File: config.mk
export PLATFORM = sky130hd
export DESIGN_NAME = cam_frame_writer
export DESIGN_NICKNAME = d
export VERILOG_FILES = /design/src/rtl/cam_frame_writer.sv
export SDC_FILE = /design/constraint.sdc
export NUM_CORES = 1
export LEC_CHECK = 0
export BUFFER_PORTS_ARGS = -buffer_cell sky130_fd_sc_hd__buf_2
export CORE_ASPECT_RATIO = 0.5
export CORE_MARGIN = 2
export CORE_UTILIZATION = 35
export CTS_CLUSTER_SIZE = 14
export DETAILED_ROUTE_END_ITERATION = 12
export PLACE_DENSITY_LB_ADDON = 0.1
export SETUP_SLACK_MARGIN = 0.1
export SLEW_MARGIN = 30
export SYNTH_ARGS = -nofsm -noshare
export SYNTH_HDL_FRONTEND = slang
export SYNTH_SLANG_ARGS = --single-unit
export TNS_END_PERCENT = 20
File: constraint.sdc
create_clock -name pclk -period 2.6 [get_ports pclk]
set_input_delay 0.39 -clock pclk [delete_from_list [all_inputs] [get_ports pclk]]
set_output_delay 0.39 -clock pclk [all_outputs]
set_load 0.03 [all_outputs]
File: src/rtl/cam_frame_writer.sv
// Decimating frame-buffer writer: keeps every DS-th pixel of every DS-th row
// of the capture stream and writes it into one bank of a double-buffered BRAM.
// Banks swap at frame boundaries unless the display side is holding the
// readable bank, in which case the frame is dropped and counted.
module cam_frame_writer #(
  parameter int unsigned IN_W   = 640,
  parameter int unsigned IN_H   = 480,
  parameter int unsigned DS     = 2,
  parameter int unsigned ADDR_W = 17
) (
  input  logic              pclk,
  input  logic              reset_n,
  input  logic              enable,
  input  logic [9:0]        x_coord,
  input  logic [9:0]        y_coord,
  input  logic [7:0]        pixel_data,
  input  logic              pixel_valid,
  input  logic              swap_hold,
  output logic              wr_en,
  output logic              wr_bank,
  output logic [ADDR_W-1:0] wr_addr,
  output logic [7:0]        wr_data,
  output logic              disp_bank,
  output logic              frame_done,
  output logic [7:0]        drop_count
);

  localparam int unsigned OutW    = IN_W / DS;
  localparam int unsigned DsMask  = DS - 1;
  localparam int unsigned DsShift = $clog2(DS);

  typedef enum logic [1:0] {StWait, StWrite, StHold} state_e;

  state_e      state_q;
  logic [9:0]  y_q;
  logic [10:0] col;
  logic        boundary;
  logic        keep;
  logic [31:0] addr_full;
  logic [ADDR_W-1:0] next_addr;

  // x_coord is 1-based; x_coord==0 wraps col to all-ones and is rejected explicitly
  assign col = {1'b0, x_coord} - 11'd1;

  // Frame start: row counter has just returned to zero
  assign boundary = (y_coord == 10'd0) && (y_q != 10'd0);

  // Keep/address decode for the pixel presented this cycle
  always_comb begin
    keep = pixel_valid && (x_coord != 10'd0) && (32'(col) < IN_W) && (32'(y_coord) < IN_H)
           && ((32'(col) & DsMask) == 32'd0) && ((32'(y_coord) & DsMask) == 32'd0);
    addr_full = (32'(y_coord) >> DsShift) * OutW + (32'(col) >> DsShift);
    next_addr = addr_full[ADDR_W-1:0];
  end

  // Row history, used only for boundary detection
  always_ff @(posedge pclk or negedge reset_n) begin
    if (!reset_n) y_q <= 10'd0;
    else          y_q <= y_coord;
  end

  // Control FSM with registered write port, bank select and status outputs
  always_ff @(posedge pclk or negedge reset_n) begin
    if (!reset_n) begin
      state_q    <= StWait;
      wr_en      <= 1'b0;
      wr_addr    <= '0;
      wr_data    <= 8'd0;
      wr_bank    <= 1'b0;
      disp_bank  <= 1'b1;
      frame_done <= 1'b0;
      drop_count <= 8'd0;
    end else begin
      wr_en      <= 1'b0;
      frame_done <= 1'b0;
      unique case (state_q)
        StWait: begin
          // Entering on a boundary starts the frame in the current bank, no swap
          if (boundary && enable) begin
            state_q <= StWrite;
            if (keep) begin
              wr_en   <= 1'b1;
              wr_addr <= next_addr;
              wr_data <= pixel_data;
            end
          end
        end
        StWrite: begin
          if (!enable) begin
            state_q <= StWait;
          end else if (boundary && swap_hold) begin
            state_q <= StHold;
            if (drop_count != 8'hff) drop_count <= drop_count + 8'd1;
          end else begin
            if (boundary) begin
              // Registered bank flips with wr_en, so this pixel lands in the new bank
              wr_bank    <= ~wr_bank;
              disp_bank  <= ~disp_bank;
              frame_done <= 1'b1;
            end
            if (keep) begin
              wr_en   <= 1'b1;
              wr_addr <= next_addr;
              wr_data <= pixel_data;
            end
          end
        end
        StHold: begin
          // Late swap; a frame starting this same cycle is skipped via StWait
          if (!swap_hold) begin
            wr_bank    <= ~wr_bank;
            disp_bank  <= ~disp_bank;
            frame_done <= 1'b1;
            state_q    <= StWait;
          end
        end
        default: state_q <= StWait;
      endcase
    end
  end

endmodule

# [Word-level counts from Yosys, hierarchy flattened]
# Index checks and enable logic that the tools add are counted.
[op_classes] n_lt_le_gt_ge=2 add_sub_neg=3 reduce_logical=20 n_eq_ne=9 mux=35 bitwise=2 mul=1
[op_table] cell="17-bit two-way mux" n=4
[op_table] cell="32-bit logical NOT" n=2
[op_table] cell="17-bit case mux with 2 select lines" n=1
[op_table] cell="8-bit two-way mux" n=4
[op_table] cell="10-bit nonzero test" n=2
[op_table] cell="17-bit by 10-bit adder with 17-bit output" n=1
[op_table] cell="1-bit two-way mux" n=16
[op_table] cell="8-bit case mux with 2 select lines" n=1
[op_table] cell="11-bit by 10-bit less-than comparator with 1-bit output, second input constant" n=1
[op_table] cell="9-bit by 3-bit multiplier with 11-bit output, second input constant" n=1
[op_table] cell="10-bit by 1-bit subtractor with 11-bit output, second input constant" n=1
[op_table] cell="10-bit logical NOT" n=1
[op_table] cell="10-bit by 9-bit less-than comparator with 1-bit output, second input constant" n=1
[op_table] cell="2-bit inequality test, second input constant" n=5
[op_table] cell="8-bit by 1-bit adder with 8-bit output, second input constant" n=1
[op_table] cell="1-bit logical AND" n=8
[op_table] cell="2-bit two-way mux" n=4
[op_table] cell="8-bit inequality test, second input constant" n=1
[op_table] cell="1-bit case mux with 2 select lines" n=4
[op_table] cell="4-bit AND reduction" n=2
[op_table] cell="2-bit case mux with 3 select lines" n=1
[op_table] cell="5-bit AND reduction" n=1
[op_table] cell="2-bit nonzero test" n=2
[op_table] cell="3-bit inequality test, second input constant" n=1
[op_table] cell="5 further kinds" n=6
[word_totals] out_inout_bits=37 wordCells=81 ff_bits=49 input_bits=33

# [Logic depth before layout (Yosys ltp)]
[depth] depth_word=10 depth_mapped=13 ltp_nobuf=12

# [Worst setup path after synthesis]
# Ideal clock, no wire load.
[synth_timing] kind="input to register" start="in x_coord[0]" end="reg wr_addr[16]" required_time_ns=2.505 path_stages=13 setup_time_ns=0.095 arrival_ns=2.941 n_path_buf=1 setup_slack_ns=-0.437 path_cell_list="inv_1 -> ha_1 -> or3b_1 -> clkbuf_1 -> nor3_1 -> xor2_1 -> fa_1 -> a21o_1 -> a21oi_1 -> nor3_1 -> nand3_1 -> o32a_1 -> o31ai_1"
[synth_between] elab_chain_len=10 elab_cells_between_ends=15 classes_between="add/sub (2); order compare (1); mux (5); reduce/logical (7)"
[synth_rtl] element="from (decl)" line_no="14" text="input logic [9:0] x_coord,"
[synth_rtl] element="10-bit by 1-bit subtractor with 11-bit output / 10-bit nonzero test (equally long branches)" line_no="43, 50"
[synth_rtl] element="11-bit by 10-bit less-than comparator with 1-bit output / 1-bit logical AND (equally long branches)" line_no="50" text="keep = pixel_valid && (x_coord != 10'd0) && (32'(col) < IN_W) && (32'(y_coord) < IN_H)"
[synth_rtl] element="1-bit logical AND (2 in series)" line_no="50"
[synth_rtl] element="1-bit logical AND (2 in series)" line_no="51" text="&& ((32'(col) & DsMask) == 32'd0) && ((32'(y_coord) & DsMask) == 32'd0);"
[synth_rtl] element="17-bit two-way mux *" line_no="81, 101"
[synth_rtl] element="17-bit two-way mux" line_no="91" text="end else if (boundary && swap_hold) begin"
[synth_rtl] element="17-bit two-way mux" line_no="89" text="if (!enable) begin"
[synth_rtl] element="17-bit case mux with 2 select lines *" line_no="76" text="unique case (state_q)"
[synth_rtl] element="to (signal assigned)" line_no="83" text="wr_addr <= next_addr;"
[synth_rtl] element="to (signal assigned)" line_no="103" text="wr_addr <= next_addr;"
[synth_rtl] element="to (decl)" line_no="21" text="output logic [ADDR_W-1:0] wr_addr,"
# Mark *: on every way between the ends. The rest lies on a longest branch, timed or not. The select of a mux whose other input is x is not followed.
# A chain may end at the register's enable or synchronous reset.

# [Final worst setup path]
[layout_timing] start="in x_coord[1]" end="reg wr_addr[16]"
# The elaborated chain is that of the path after synthesis.

==> flow_metrics.py <==
metrics = {
    "synth": {
        "synth_top_area_share_pct": 41.3,
        "synth_top_family_by_area": "simple AND/OR/NAND/NOR gates",
        "synth.yosys.seq_area_share_pct": 42.2,
        "synth_adder_area_share_pct": 11.7,
        "synth-seq-cells": 49,
        "synth_async_sr_flop_share_pct": 100,
        "synthMuxAreaShare_pct": 11.2,
        "synth_area_leaders": "dfrtp_1 (41%), ha_1 (10%), mux2_4 (9.3%), xnor2_1 (4.2%), xor2_1 (4.2%)",
        "synth_most_common_cell": "dfrtp_1",
        "mappedNetlistArea_mm2": 0.00291,
        "yosys-top-cells-count": "dfrtp_1 (48), ha_1 (24), mux2_4 (18)",
        "synthCells": 250,
        "synth-xor-area-share_pct": 8.43,
        "number_of_flops_mapped_to_enable_cells_by_yosys": 0,
        "syn_nets": 309,
        "synth_cell_types": 56,
        "postSynthAreaPerCell_um2": 11.6,
        "netlist.top_cell.by_area": "dfrtp_1",
        "synth_warnings": 0,
        "synth-compound-area-share_pct": 11.6,
        "ys.flop_type": "dfrtp_1",
        "simple_logic_cell_fraction_of_the_synthesized_area_pct": 12.5,
    },
    "timing": {
        "maxClockFrequency_mhz": 371,
        "worst_slew_pin_slew_ns": 0.379,
        "report.final.slew_viol_count": 0,
        "final_min_period_over_clock_period_pct": 104,
        "smallest_setup_slack_after_layout_ns": -0.0976,
        "rsz_0062_raised_after_global_routing": "true",
        "report.final.hold_viol_count": 0,
        "max_slew_margin_pct": 74.5,
        "min_period_ns": 2.70,
        "setup_viol_count_final": 3,
        "final.setup_skew_ns": 0.00686,
    },
    "place": {
        "io_port_bufs": 69,
        "preCtsSetupSlack_ns": -0.572,
        "count_of_placed_standard_cells_including_taps": 476,
        "gp_congestion": 0.871,
        "post-dp-hpwl_um": 5450,
        "dpl-instance-area_mm2": 0.00384,
    },
    "setup_path": {
        "r2r-start": "y_q[5]",
        "critical_path.max_stage_delay_ns": 0.56,
        "cp-end-kind": "flip-flop",
        "critical_path.slowest_cell": "or4_4",
        "worst_ep_required_time_ns": 2.79,
        "critical_path_class": "in2reg",
        "worst_ep_arrival_time_ns": 2.89,
        "critical_path.startpoint_type": "primary input",
        "cp_max_fo": 3,
        "critical_path_cell_by_cell": "buf_12 > or4_4 > nor2_4 > xnor2_2 > ha_2 > fa_2 > a21o_1 > a21oi_2 > nor3_2 > nand3_2 > o32a_1 > o31ai_1",
        "critical_path_start": "x_coord[1]",
    },
    "detailed_routing": {
        "finalWirelength_um": 6840,
        "wl_per_cell_um": 14.0,
        "remaining_drc_errors": 0,
        "first_iter_violations": 67,
        "vias": 2337,
        "firstDrtPassIters": 4,
        "vias_per_cell": 4.80,
        "ant_nets": 0,
    },
    "cts": {
        "num_cts_buffers": 5,
        "worst_setup_hold_path_clk_slew_ns": 0.07,
        "clock_tree_from_tritoncts": "built",
        "htree_levels": 2,
        "cts.path.max_buffers": 2,
        "post_cts_hold_buffer_count": 0,
        "clkSinkCount": 49,
        "clock_latency_ns": 0.29,
        "clockRootBuffer": "clkbuf_16",
    },
    "global_route": {
        "grt_max_degree": 29,
        "grt.overflow.total": 0,
        "first_global_vias": 2334,
        "grt_usage_pct": 16.0,
        "antenna_violations_before_repair": 0,
        "grt_pass1_wl_um": 11200,
    },
    "finish": {
        "number_of_antenna_cells_inserted": 0,
        "nNetsFinal": 433,
        "filler_cell_count": 752,
        "final_cells": 487,
        "final_layout_size_suffix_gt1_share_pct": 47.5,
        "final_util_pct": 51.1,
        "area_growth_pct": 41.0,
        "finalInstanceArea_mm2": 0.00410,
    },
    "run_status": {
        "failed_checks": "negative setup slack",
        "status": "finished, violations left",
    },
    "floorplan": {
        "start_util_pct": 36.2,
        "placementRows": 23,
        "die_height_um": 68.5,
        "die_w_um": 133,
        "top_level_ports": 70,
        "dieArea_mm2": 0.00910,
        "design.core.area_mm2": 0.00803,
    },
    "pwr": {
        "fin_total_pwr_mw": 3.08,
        "p_per_area_mw_per_mm2": 751,
        "p_leak_nw": 2.04,
        "vdd.ir_drop.worst_mv": 0.293,
    },
    "worst_hold_path": {
        "hold_path.class": "in2async",
    },
    "run": {
        "drv_cap": 0,
    },
}
[routing by layer]
layer	wire length (µm)	vias to the layer above	GRT usage, %
met4	39	0	3.23
li1	-	1176	-
met2	3230	48	27.0
met5	0	-	0
met3	271	4	4.44
met1	3300	1109	21.1
[timing repair]
action / CTS / global route
setup endpoints to repair: 22 / 22
gates resized for setup: 18 / 1
pin swaps: 15 / 4
hold endpoints to repair: 0 / 0
setup buffers: 2 / 1
[power by group]
part	total, mW	internal [mW]	switching (mW)
sequential	1.06	0.963	0.102
combinational	1.36	0.574	0.787
clock	0.651	0.383	0.267
total	3.08	1.92	1.16
[state kept, by name (all words and copies together) (netlist names)]
register,count
disp_bank,1
wr_bank,1
frame_done,1
y_q,10
wr_addr,17
state_q,2
wr_en,1
wr_data,8
drop_count,8
[cells by family (layout without fill, tap and decap cells)]
kind of cell / Yosys count / in the layout
and+or+nand+nor: 64 / 64
buffers and inverters: 14 / 139
adders and majority gates: 26 / 26
xor gates and xnor gates: 28 / 28
AOI/OAI and AO/OA: 46 / 46
DFF: 49 / 49
muxes: 23 / 23
[final timing paths]
kind / end / slack [ns] / cells past startpoint
worst max register to register: wr_addr[13] / 0.30 / 7
min in group pclk: y_q[0] / 0.23 / 1
max in group asynchronous: disp_bank / 2.16 / 2
worst min-delay path: drop_count[3] / 0.09 / 2
worst max-delay path: wr_addr[16] / -0.1 / 12
worst min register to register: wr_bank / 0.48 / 1
[through the flow]
| step | TNS, ns | hold slack, ns |
|---|---|---|
| 6_report | -0.173 | 0.0908 |
| 5_1_grt | -0.735 | 0.103 |
| 4_1_cts | -0.209 | 0.0979 |
| 3_5_place_dp | -7.38 | 0.407 |
| 3_3_place_gp | -5.99 | 0.404 |
| 2_1_floorplan | -0.962 | 0.0944 |
[area by class of cell]
cell class                      instances  area, µm²  area share, %
Tap cell                              112        140           3.42
Inverter                                9       51.3           1.25
Clock inverter                          1       7.51          0.183
Clock buffer                            7        143           3.48
Timing Repair Buffer                  122        793           19.4
Sequential cell                        49       1230           29.9
Multi-Input combinational cell        187       1740           42.4
[cells in the final DEF (no fill, tap or decap), drive strengths merged, types with 7 or more instances in the layout]
cell      n
mux2     22
ha       24
xnor2    14
xor2     14
inv       9
and3      7
nand3     7
clkbuf    7
nor2     14
a21oi     7
buf     122
dfrtp    48
[worst max-delay path, delay by kind of cell]
family | cells | cell delay [ns]
simple gates | 4 | 1.08
compound gates | 4 | 0.74
fa+ha+maj | 2 | 0.44
xor+xnor | 1 | 0.13
buf+inv | 1 | 0.11
Power figures use the tool's default switching activity.
